**src/rtl/tusca_pkg.sv**
```systemverilog
// rtl/tusca_pkg.sv - shared state encoding and defaults for the tusca_uc control unit
package tusca_pkg;

  localparam int STATE_W            = 4;
  localparam int MAX_TENTATIVAS_DEF = 3;

  typedef enum logic [STATE_W-1:0] {
    INICIAL        = 4'd0,
    PREPARA        = 4'd1,
    ESPERA         = 4'd2,
    MEDE           = 4'd3,
    AGUARDA_MEDIDA = 4'd4,
    TRANSMITE      = 4'd5,
    AGUARDA_TX     = 4'd6,
    CONFIGURA      = 4'd7,
    AGUARDA_CONFIG = 4'd8,
    FALHA          = 4'd9
  } state_t;

endpackage

```
**src/rtl/tusca_uc_contadores.sv**
```systemverilog
// rtl/tusca_uc_contadores.sv - failed-attempt counter and successful-measurement counter
module tusca_uc_contadores
  import tusca_pkg::*;
#(
  parameter int MAX_TENTATIVAS = MAX_TENTATIVAS_DEF
) (
  input  logic       clock,
  input  logic       reset,
  input  logic       clr_tent,
  input  logic       inc_tent,
  input  logic       inc_med,
  output logic [2:0] tentativas,
  output logic [7:0] n_medidas,
  output logic       limite
);

  // Attempt count clears on success or failure exit; measurement count wraps mod 256
  always_ff @(posedge clock) begin
    if (!reset) begin
      tentativas <= 3'd0;
      n_medidas  <= 8'd0;
    end else begin
      if (clr_tent) begin
        tentativas <= 3'd0;
      end else if (inc_tent) begin
        tentativas <= tentativas + 3'd1;
      end
      if (inc_med) begin
        n_medidas <= n_medidas + 8'd1;
      end
    end
  end

  // True when one more failure would exhaust the allowed attempts
  assign limite = (({1'b0, tentativas} + 4'd1) == 4'(MAX_TENTATIVAS));

endmodule

```
**src/rtl/tusca_uc.sv**
```systemverilog
// rtl/tusca_uc.sv - DHT11 measurement control unit (optional config path: TUSCA_UC_CONFIG_EN)
module tusca_uc
  import tusca_pkg::*;
#(
  parameter int MAX_TENTATIVAS = MAX_TENTATIVAS_DEF
) (
  input  logic                clock,
  input  logic                reset,
  input  logic                ligar,
  input  logic                pedido_config,
  input  logic                fim_delay,
  input  logic                pronto_medida,
  input  logic                erro_medida,
  input  logic                pronto_transmite_medida,
  input  logic                pronto_config,
  input  logic                erro_config,
  output logic                zera_delay,
  output logic                conta_delay,
  output logic                medir_dht11,
  output logic                transmite_medida,
  output logic                receber_config,
  output logic                gira,
  output logic                falha_sensor,
  output logic                erro_config_flag,
  output logic [7:0]          n_medidas,
  output logic [STATE_W-1:0]  db_estado,
  output logic [2:0]          db_tentativas
);

  state_t estado;
  state_t prox;
  logic   clr_tent;
  logic   inc_tent;
  logic   inc_med;
  logic   limite;
  logic   set_err;
  logic   clr_err;

  tusca_uc_contadores #(
    .MAX_TENTATIVAS(MAX_TENTATIVAS)
  ) u_contadores (
    .clock      (clock),
    .reset      (reset),
    .clr_tent   (clr_tent),
    .inc_tent   (inc_tent),
    .inc_med    (inc_med),
    .tentativas (db_tentativas),
    .n_medidas  (n_medidas),
    .limite     (limite)
  );

  // State register
  always_ff @(posedge clock) begin
    if (!reset) begin
      estado <= INICIAL;
    end else begin
      estado <= prox;
    end
  end

  // Next state and counter strobes; ligar=0 aborts except mid serial transaction
  always_comb begin
    prox     = estado;
    clr_tent = 1'b0;
    inc_tent = 1'b0;
    inc_med  = 1'b0;
    set_err  = 1'b0;
    clr_err  = 1'b0;
    if (!ligar && estado != AGUARDA_TX && estado != AGUARDA_CONFIG) begin
      prox     = INICIAL;
      clr_tent = (estado == FALHA);
    end else begin
      case (estado)
        INICIAL:   prox = PREPARA;
        PREPARA:   prox = ESPERA;
        ESPERA: begin
`ifdef TUSCA_UC_CONFIG_EN
          if (pedido_config) begin
            prox = CONFIGURA;
          end else if (fim_delay) begin
            prox = MEDE;
          end
`else
          if (fim_delay) begin
            prox = MEDE;
          end
`endif
        end
        MEDE:      prox = AGUARDA_MEDIDA;
        AGUARDA_MEDIDA: begin
          if (pronto_medida) begin
            clr_tent = 1'b1;
            inc_med  = 1'b1;
            prox     = TRANSMITE;
          end else if (erro_medida) begin
            if (limite) begin
              prox = FALHA;
            end else begin
              inc_tent = 1'b1;
              prox     = PREPARA;
            end
          end
        end
        TRANSMITE: prox = AGUARDA_TX;
        AGUARDA_TX: begin
          if (pronto_transmite_medida) begin
            prox = ligar ? PREPARA : INICIAL;
          end
        end
`ifdef TUSCA_UC_CONFIG_EN
        CONFIGURA: prox = AGUARDA_CONFIG;
        AGUARDA_CONFIG: begin
          if (erro_config) begin
            set_err = 1'b1;
            prox    = ligar ? PREPARA : INICIAL;
          end else if (pronto_config) begin
            clr_err = 1'b1;
            prox    = ligar ? PREPARA : INICIAL;
          end
        end
`endif
        FALHA:     prox = FALHA;
        default:   prox = INICIAL;
      endcase
    end
  end

  // Moore command decode straight from the state register
  always_comb begin
    zera_delay       = (estado == PREPARA);
    conta_delay      = (estado == ESPERA);
    medir_dht11      = (estado == MEDE);
    transmite_medida = (estado == TRANSMITE);
`ifdef TUSCA_UC_CONFIG_EN
    receber_config   = (estado == CONFIGURA);
`else
    receber_config   = 1'b0;
`endif
    gira             = (estado != INICIAL) && (estado != FALHA);
    falha_sensor     = (estado == FALHA);
  end

  assign db_estado = estado;

`ifdef TUSCA_UC_CONFIG_EN
  // Sticky configuration error; an error wins over a simultaneous success
  always_ff @(posedge clock) begin
    if (!reset) begin
      erro_config_flag <= 1'b0;
    end else if (set_err) begin
      erro_config_flag <= 1'b1;
    end else if (clr_err) begin
      erro_config_flag <= 1'b0;
    end
  end
`else
  logic cfg_unused;
  assign cfg_unused       = pedido_config ^ pronto_config ^ erro_config ^ set_err ^ clr_err;
  assign erro_config_flag = 1'b0;
`endif

endmodule

```
**config.mk**
```make
export PLATFORM = sky130hd
export DESIGN_NAME = tusca_uc
export DESIGN_NICKNAME = d
export VERILOG_FILES = /design/src/rtl/tusca_pkg.sv /design/src/rtl/tusca_uc_contadores.sv /design/src/rtl/tusca_uc.sv
export SDC_FILE = /design/constraint.sdc
export NUM_CORES = 1
export LEC_CHECK = 0
export CAP_MARGIN = 10
export CORE_MARGIN = 5
export CORE_UTILIZATION = 47
export DETAILED_ROUTE_END_ITERATION = 10
export PLACE_DENSITY = 0.83
export SYNTH_ARGS = -nofsm -noshare
export SYNTH_HDL_FRONTEND = slang
export SYNTH_HIERARCHICAL = 1
export SYNTH_SLANG_ARGS = --single-unit
export TNS_END_PERCENT = 20
```
**constraint.sdc**
```tcl
create_clock -name clock -period 4.58 [get_ports clock]
set_input_delay 0.916 -clock clock [delete_from_list [all_inputs] [get_ports clock]]
set_output_delay 0.916 -clock clock [all_outputs]
set_load 0.01 [all_outputs]
```
==> results.yml, run 1 <==
worst_setup_path:
  critPathLaunchType: "register"
  r2r.worst_path.cells: 5
  startpoint: "db_estado[3]"
  regToRegSetupSlack_ps: 2190
  crit_type: "reg2out"
  rr_endpoint: "u_contadores/n_medidas[6]"
  path_cells: "nor2b_1, nor2b_1, clkdlybuf4s50_1"
  timing.critical_path.to: "falha_sensor"
  max_stage_delay_ps: 580
  cp_max_fo: 14
  cp-end-kind: "output pin"
  crit_path_top_delay_cell: "dfxtp_1"
  cp.arrival_ps: 1980
  critical_path_required_ps: 3660
  cpMostUsedCell: "nor2b_1"
  rr_startpoint: "db_estado[2]"
hold_path:
  hold_path.class: "reg2reg"
  hold_depth: 2
finish:
  synthToLayoutAreaGrowth_pct: 31.1
  multiInputGateArea_um2: 576
  fill_cells: 182
  n_antenna_cell: 0
  seqCellArea_um2: 300
  fin_util: 0.633
  drive_above_1_share: 0.0652
  nets: 152
  final_cell_mix: "27 x clkdlybuf4s50_1, 15 x dfxtp_1, 12 x nand2_1, 11 x nor2_1, 6 x nor3_1"
  layout_commonest_cell: "clkdlybuf4s50_1"
pwr:
  peakVddDrop_mv: 0.128
  clkPwrFrac: 0.308
  swShare: 0.231
  power_frac_comb: 0.115
  p_leak_uw: 0.000446
  powerDensity_nw_per_um2: 191
  p_int_uw: 179
  seqPwrFrac: 0.577
  p_sw_uw: 53.9
drt:
  viasPerCell: 5.27
  drc: 0
  finalWirelength_mm: 2.07
  first_pass_iters: 4
  postRouteAntennaNets: 0
  wl_per_cell_um: 12.5
  drt_iter0_drc: 8
  via_count: 870
logic_synthesis:
  synth-async-reset-ratio: 0
  synth_ff_type: "dfxtp_1"
  syn_inst: 113
  synth_edf_count: 0
  syn_avg_cell_area_um2: 8.22
  synth_seq_area_share: 0.323
  yosys_warnings: 6
  netlist_area_um2: 928
  yosys_register_bits: 15
  synth_cell_type_count: 44
flow_run:
  max_cap_violations: 0
sta:
  skew_ps: 2.25
  maxSlewHeadroom: 0.671
  setup_violations: 0
  fin_tns_setup_ps: 0
  slew_viol_final: 0
  tightestPinTransition_ps: 489
  rsz0062_at_grt: "false"
  finalCritPeriodShare: 0.633
  finalHoldViolCount: 0
  period_minus_slack_ps: 2900
  hold_slack_ps: 480
  clock.fmax_mhz: 345
clocking:
  hold_buffers: 0
  numCtsBuffers: 3
  path_clk_slew_ps: 80
  htree_num_levels: 1
  postCtsSetupRepairBufs: 0
  cts.repair.resized: 0
  clockBufferDepth: 2
  root_buffer: "clkbuf_4"
  clock_sinks: 15
  worstSkewPairLatency_ps: 270
  cts_tree: "done"
global_route:
  grt_usage: 0.171
  antenna_found_initial: 0
  globalRouteOverflowTotal: 0
  grt_start_max_net_pins: 16
  grt_pass1_wl_mm: 3.77
  grt_pass1_vias: 884
floorplanning:
  die_area_um2: 2960
  num_io_pins: 33
  rows: 16
  fp.dieH_um: 54.4
  core_um2: 1920
  die_x_um: 54.4
  start_util: 0.483
outcome:
  status: "finished, final reports clean"
placement:
  place_congestion: 0.926
  dp_hpwl_mm: 1.58
  placement.io_buffers: 27
-- metal layers --
layer | track usage | wire length, um | up-vias
li1 | - | - | 446
met5 | 0 | 0 | -
met3 | 0.0354 | 148 | 2
met1 | 0.208 | 909 | 393
met2 | 0.281 | 983 | 29
met4 | 0.0913 | 25 | 0
-- final cells by class --
class,count,area share
clock buffer,4,0.0216
multi-input combinational,89,0.473
tap,27,0.0277
inverter,3,0.00925
sequential,15,0.247
timing repair buffer,27,0.222
-- cells in the mapped netlist, types with 2 or more instances --
| master | n | area (um^2) |
|---|---|---|
| dfxtp_1 | 15 | 300 |
| nand2_1 | 12 | 45.0 |
| nor2_1 | 11 | 41.3 |
| nor3_1 | 6 | 30.0 |
| nand2b_1 | 5 | 31.3 |
| and2_1 | 4 | 25.0 |
| xnor2_1 | 4 | 35.0 |
| a31oi_1 | 3 | 18.8 |
| buf_2 | 3 | 15.0 |
| ha_1 | 3 | 37.5 |
| inv_1 | 3 | 11.3 |
| nand4_1 | 3 | 18.8 |
| nor2b_1 | 3 | 18.8 |
| xor2_1 | 3 | 26.3 |
| a211oi_1 | 2 | 15.0 |
| a21oi_1 | 2 | 10.0 |
| buf_4 | 2 | 15.0 |
| o22ai_1 | 2 | 12.5 |
| o31ai_1 | 2 | 15.0 |
-- per-stage QoR --
stage               area (um^2)  setup slack, ps  power (uW)  instances
floorplan                   932             2580         151        114
global placement           1190             1840         164        161
detailed placement         1190             1740         164        161
CTS                        1220             1670         237        165
global route               1220             1570         246        165
finish                     1220             1680         233        165
-- flip-flops by register name, summed over array words and instances, names as in the netlist --
signal / flops
db_estado: 4
u_contadores/tentativas: 3
u_contadores/n_medidas: 8
-- how the worst min path moves through the flow --
stage / slack [ps] / from / endpoint
6_report: 480 / u_contadores/n_medidas[7] / u_contadores/n_medidas[7]
3_5_place_dp: 480 / u_contadores/n_medidas[7] / u_contadores/n_medidas[7]
2_1_floorplan: 490 / u_contadores/n_medidas[7] / u_contadores/n_medidas[7]
5_1_grt: 530 / u_contadores/n_medidas[7] / u_contadores/n_medidas[7]
4_1_cts: 490 / u_contadores/n_medidas[7] / u_contadores/n_medidas[7]
3_3_place_gp: 460 / u_contadores/n_medidas[7] / u_contadores/n_medidas[7]
-- kinds of logic after synthesis --
group | count (synthesis) | synth area share
xor+xnor | 7 | 0.0660
other cells | 1 | 0.00404
mux | 1 | 0.0108
fa+ha+maj | 3 | 0.0404
buf+inv | 10 | 0.0606
flops | 15 | 0.323
compound gates | 21 | 0.171
simple gates | 55 | 0.323
-- worst max-delay path: cells and delay by family (launching register included) --
kind	cells	cell delay, ps
DFF	1	580
buffers and inverters	1	560
and+or+nand+nor	2	560
-- power groups by stage --
| stage | combinational [uW] | sequential [uW] | clock [uW] |
|---|---|---|---|
| 3_3_place_gp | 26.4 | 137 | 0 |
| 4_1_cts | 26.8 | 134 | 75.9 |
| 5_1_grt | 29.5 | 135 | 82.0 |
| 3_5_place_dp | 26.6 | 137 | 0 |
| 2_1_floorplan | 15.4 | 136 | 0 |
| 6_report | 26.8 | 134 | 71.7 |
Power figures use the tool's default switching activity.
==> run 2: changes to the inputs <==
--- a/config.mk
+++ b/config.mk
@@ -7,9 +7,9 @@
 export LEC_CHECK = 0
 export CAP_MARGIN = 10
 export CORE_MARGIN = 5
-export CORE_UTILIZATION = 47
+export CORE_UTILIZATION = 39
 export DETAILED_ROUTE_END_ITERATION = 10
-export PLACE_DENSITY = 0.83
+export PLACE_DENSITY = 0.74
 export SYNTH_ARGS = -nofsm -noshare
 export SYNTH_HDL_FRONTEND = slang
 export SYNTH_HIERARCHICAL = 1
==> constraint.sdc (replaced) <==
create_clock -name clock -period 2.51 [get_ports clock]
set_input_delay 0.502 -clock clock [delete_from_list [all_inputs] [get_ports clock]]
set_output_delay 0.502 -clock clock [all_outputs]
set_load 0.01 [all_outputs]
==> run 2 against run 1 <==
Net effect: largest power group unchanged; worst setup slack worse by 1500 ps; via count increased by 2.1%; hold slack better by 12 ps; cell area rose by 2.7%; sequential power grew 82%; wire length is 3.7% higher; critical path depth did not move.
==> results.yml, run 2 (same netlist as run 1, synthesis figures left out) <==
worst_setup_path:
  timing.critical_path.to: "falha_sensor"
  r2r.worst_path.cells: 5
  rr_startpoint: "db_estado[3]"
  crit_path_top_delay_cell: "dfxtp_1"
  rr_endpoint: "u_contadores/n_medidas[6]"
  path_cells: "nor2b_1, nor2b_1, clkdlybuf4s50_1"
  cp-end-kind: "output pin"
  max_stage_delay_ps: 590
  critical_path_required_ps: 2010
  startpoint: "db_estado[3]"
  crit_type: "reg2out"
  cp.arrival_ps: 1850
  cpMostUsedCell: "nor2b_1"
  critPathLaunchType: "register"
  regToRegSetupSlack_ps: 390
  cp_max_fo: 14
finish:
  seqCellArea_um2: 300
  fin_util: 0.560
  largest-register: "u_contadores/n_medidas"
  drive_above_1_share: 0.0986
  n_antenna_cell: 0
  nets: 156
  synthToLayoutAreaGrowth_pct: 34.6
  final_area_um2: 1250
  final_cell_mix: "27 x clkdlybuf4s50_1, 15 x dfxtp_1, 12 x nand2_1, 11 x nor2_1, 6 x nor3_1"
  multiInputGateArea_um2: 576
  fill_cells: 225
  largest_reg_flops: 8
  layout_commonest_cell: "clkdlybuf4s50_1"
floorplanning:
  num_io_pins: 33
  fp.dieH_um: 58.8
  start_util: 0.416
  core_um2: 2230
  rows: 17
  die_x_um: 58.8
  die_area_um2: 3460
placement:
  place_congestion: 0.848
  placement.io_buffers: 27
  dp_hpwl_mm: 1.64
  placed_area_um2: 1220
global_route:
  grt_pass1_wl_mm: 3.77
  grt_usage: 0.140
  grt_pass1_vias: 845
  grt_start_max_net_pins: 15
  antenna_found_initial: 0
  globalRouteOverflowTotal: 0
pwr:
  clkPwrFrac: 0.316
  p_leak_uw: 0.000470
  powerDensity_nw_per_um2: 346
  p_int_uw: 326
  power_frac_comb: 0.119
  peakVddDrop_mv: 0.216
  p_sw_uw: 106
  finalPower_uw: 432
  seqPwrFrac: 0.564
  swShare: 0.246
drt:
  drc: 0
  wl_per_cell_um: 12.6
  via_count: 888
  postRouteAntennaNets: 0
  first_pass_iters: 4
  finalWirelength_mm: 2.14
  drt_iter0_drc: 16
  viasPerCell: 5.22
sta:
  setup_violations: 0
  skew_ps: 3.47
  finalCritPeriodShare: 0.935
  fin_tns_setup_ps: 0
  tightestPinTransition_ps: 503
  slew_viol_final: 0
  maxSlewHeadroom: 0.662
  period_minus_slack_ps: 2350
  clock.fmax_mhz: 426
  finalHoldViolCount: 0
  rsz0062_at_grt: "false"
hold_path:
  hold_path.class: "reg2reg"
outcome:
  status: "finished, final reports clean"
clocking:
  cts_tree: "done"
  hold_buffers: 0
  cts.repair.resized: 0
  root_buffer: "clkbuf_4"
  worstSkewPairLatency_ps: 280
  numCtsBuffers: 3
  path_clk_slew_ps: 90
  clockBufferDepth: 2
  clock_sinks: 15
  postCtsSetupRepairBufs: 0
  htree_num_levels: 1
flow_run:
  max_cap_violations: 0
-- run 2: metrics by stage --
stage,cells,hold slack (ps),worst slack (ps)
floorplan,114,495,645
global placement,166,460,376
detailed placement,166,482,320
CTS,170,494,153
global route,170,551,21.1
finish,170,492,163
-- run 2: critical path, delay by kind of cell, from the launching register on --
kind,cells,cell delay [ps]
AND/OR/NAND/NOR,2,400
flip-flops,1,590
buffers and inverters,1,560
-- run 2: worst min path at each step --
stage,start,end,slack (ps),cells past startpoint
floorplan,u_contadores/n_medidas[7],u_contadores/n_medidas[7],490,2
global placement,u_contadores/n_medidas[7],u_contadores/n_medidas[7],460,2
detailed placement,u_contadores/n_medidas[7],u_contadores/n_medidas[7],480,2
CTS,u_contadores/n_medidas[7],u_contadores/n_medidas[7],490,2
global route,u_contadores/n_medidas[7],u_contadores/n_medidas[7],550,2
finish,u_contadores/n_medidas[7],u_contadores/n_medidas[7],490,2
-- run 2: per-layer routing --
metal / share of wire / track usage
met5: 0 / 0
met1: 0.45 / 0.175
met3: 0.050 / 0.0439
met4: 0.014 / 0.0485
met2: 0.48 / 0.224
-- run 2: power groups by stage --
| stage | sequential (uW) | clock, uW | combinational [uW] |
|---|---|---|---|
| 6_report | 244 | 137 | 51.6 |
| 5_1_grt | 245 | 156 | 56.5 |
| 4_1_cts | 244 | 143 | 51.8 |
| 3_5_place_dp | 249 | 0 | 51.6 |
| 3_3_place_gp | 249 | 0 | 51.0 |
| 2_1_floorplan | 247 | 0 | 28.2 |
-- run 2: final cells by class --
class	count	share of cell area
Clock inverter	1	0.00400
Tap cell	28	0.0280
Inverter	3	0.00901
Timing Repair Buffer	31	0.240
Sequential cell	15	0.240
Clock buffer	3	0.0180
Multi-Input combinational cell	89	0.460
==> run 3: changes to the inputs <==
--- a/config.mk
+++ b/config.mk
@@ -9,6 +9,7 @@
 export CORE_MARGIN = 5
 export CORE_UTILIZATION = 39
 export DETAILED_ROUTE_END_ITERATION = 10
+export GPL_TIMING_DRIVEN = 0
 export PLACE_DENSITY = 0.74
 export SYNTH_ARGS = -nofsm -noshare
 export SYNTH_HDL_FRONTEND = slang
==> run 3 against run 2 <==
Net effect: total power is 1.5% higher; utilization is 0.73 points higher; sequential cell count stayed put; cell area is 1.3% higher; critical path type unchanged; wire length is 6.9% higher; clock power hardly changed; sequential share of layout area is 0.31 points lower; combinational power is 11% higher.
==> results.yml, run 3 (same netlist as run 1, synthesis figures left out) <==
global_route:
  grt_pass1_vias: 828
  grt_start_max_net_pins: 13
  grt_pass1_wl_mm: 3.74
  globalRouteOverflowTotal: 0
  grt_usage: 0.139
  antenna_found_initial: 0
floorplanning:
  rows: 17
  start_util: 0.416
  core_um2: 2230
  die_x_um: 58.8
  num_io_pins: 33
  fp.dieH_um: 58.8
  die_area_um2: 3460
finish:
  largest_reg_flops: 8
  largest-register: "u_contadores/n_medidas"
  drive_above_1_share: 0.117
  final_cell_mix: "27 x clkdlybuf4s50_1, 15 x dfxtp_1, 12 x nand2_1, 11 x nor2_1, 6 x nor3_1"
  nets: 159
  multiInputGateArea_um2: 576
  fill_cells: 217
  n_antenna_cell: 0
  seqCellArea_um2: 300
  synthToLayoutAreaGrowth_pct: 36.4
  layout_commonest_cell: "clkdlybuf4s50_1"
sta:
  maxSlewHeadroom: 0.652
  clock.fmax_mhz: 418
  tightestPinTransition_ps: 517
  finalCritPeriodShare: 0.953
  skew_ps: 8.63
  setup_violations: 0
  period_minus_slack_ps: 2390
  finalHoldViolCount: 0
  slew_viol_final: 0
  rsz0062_at_grt: "false"
  fin_tns_setup_ps: 0
flow_run:
  max_cap_violations: 0
worst_setup_path:
  rr_startpoint: "db_estado[0]"
  critPathLaunchType: "register"
  cp-end-kind: "output pin"
  cp.arrival_ps: 1890
  crit_type: "reg2out"
  r2r.worst_path.cells: 6
  cp_max_fo: 10
  rr_endpoint: "u_contadores/n_medidas[6]"
  regToRegSetupSlack_ps: 550
  critical_path_required_ps: 2010
placement:
  dp_hpwl_mm: 1.69
  placement.io_buffers: 27
  place_congestion: 0.862
pwr:
  finalPower_uw: 439
  peakVddDrop_mv: 0.278
  powerDensity_nw_per_um2: 346
  p_leak_uw: 0.000487
drt:
  viasPerCell: 5.40
  drc: 0
  via_count: 935
  postRouteAntennaNets: 0
  drt_iter0_drc: 42
  wl_per_cell_um: 13.2
  first_pass_iters: 4
  finalWirelength_mm: 2.29
clocking:
  cts_tree: "done"
  htree_num_levels: 1
  cts.repair.resized: 0
  postCtsSetupRepairBufs: 0
  numCtsBuffers: 3
  worstSkewPairLatency_ps: 280
  root_buffer: "clkbuf_4"
  clockBufferDepth: 2
  hold_buffers: 0
  path_clk_slew_ps: 100
  clock_sinks: 15
hold_path:
  hold_depth: 2
  worstHoldStart: "u_contadores/n_medidas[7]"
  holdPathEnd: "u_contadores/n_medidas[7]"
  hold_path.class: "reg2reg"
outcome:
  status: "finished, final reports clean"
## run 3: worst max-delay path, cell delays in order (launching register included)
cell and delay [ps]:
dfxtp_1 350, buf_2 190, or2b_1 300, nor2b_1 190
clkdlybuf4s50_1 560
## run 3: how the worst max path moves through the flow
| stage | from | endpoint | slack [ps] | cells after the start |
|---|---|---|---|---|
| after detailed placement | pronto_medida | u_contadores/n_medidas[6] | 320 | 7 |
| after global routing | db_estado[0] | gira | 30 | 4 |
| after CTS | db_estado[0] | gira | 50 | 4 |
| after global placement | ligar | u_contadores/n_medidas[6] | 360 | 7 |
| final | db_estado[1] | falha_sensor | 120 | 4 |
| after floorplan | db_estado[3] | u_contadores/n_medidas[7] | 640 | 6 |
## run 3: per-layer routing
layer / share of wire / vias up / GRT usage
met3: 0.073 / 7 / 0.0263
met2: 0.47 / 44 / 0.229
met1: 0.43 / 429 / 0.173
met5: 0 / - / 0
li1: - / 455 / -
met4: 0.024 / 0 / 0.0647
## run 3: layout make-up
cell class / instances / area share
clock buffer: 3 / 0.0178
timing repair buffer: 27 / 0.213
tap: 28 / 0.0277
sequential: 15 / 0.237
multi-input combinational: 89 / 0.455
clock inverter: 1 / 0.00395
buffer: 7 / 0.0366
inverter: 3 / 0.00889
## run 3: report_power, final
group | switching (uW) | leakage [uW] | internal, uW
clock | 80.6 | 0.0000177 | 59.1
sequential | 2.28 | 0.000121 | 239
combinational | 28.1 | 0.000348 | 29.1
total | 111 | 0.000487 | 328
## run 3: through the flow
stage / cells / setup slack (ps) / instance area [um^2] / util / hold WS, ps
CTS: 173 / 51.3 / 1260 / 0.566 / 492
detailed placement: 169 / 322 / 1240 / 0.554 / 472
finish: 173 / 118 / 1270 / 0.567 / 485
floorplan: 114 / 645 / 932 / - / 495
global route: 173 / 28.8 / 1270 / 0.567 / 503
global placement: 169 / 361 / 1240 / 0.554 / 459
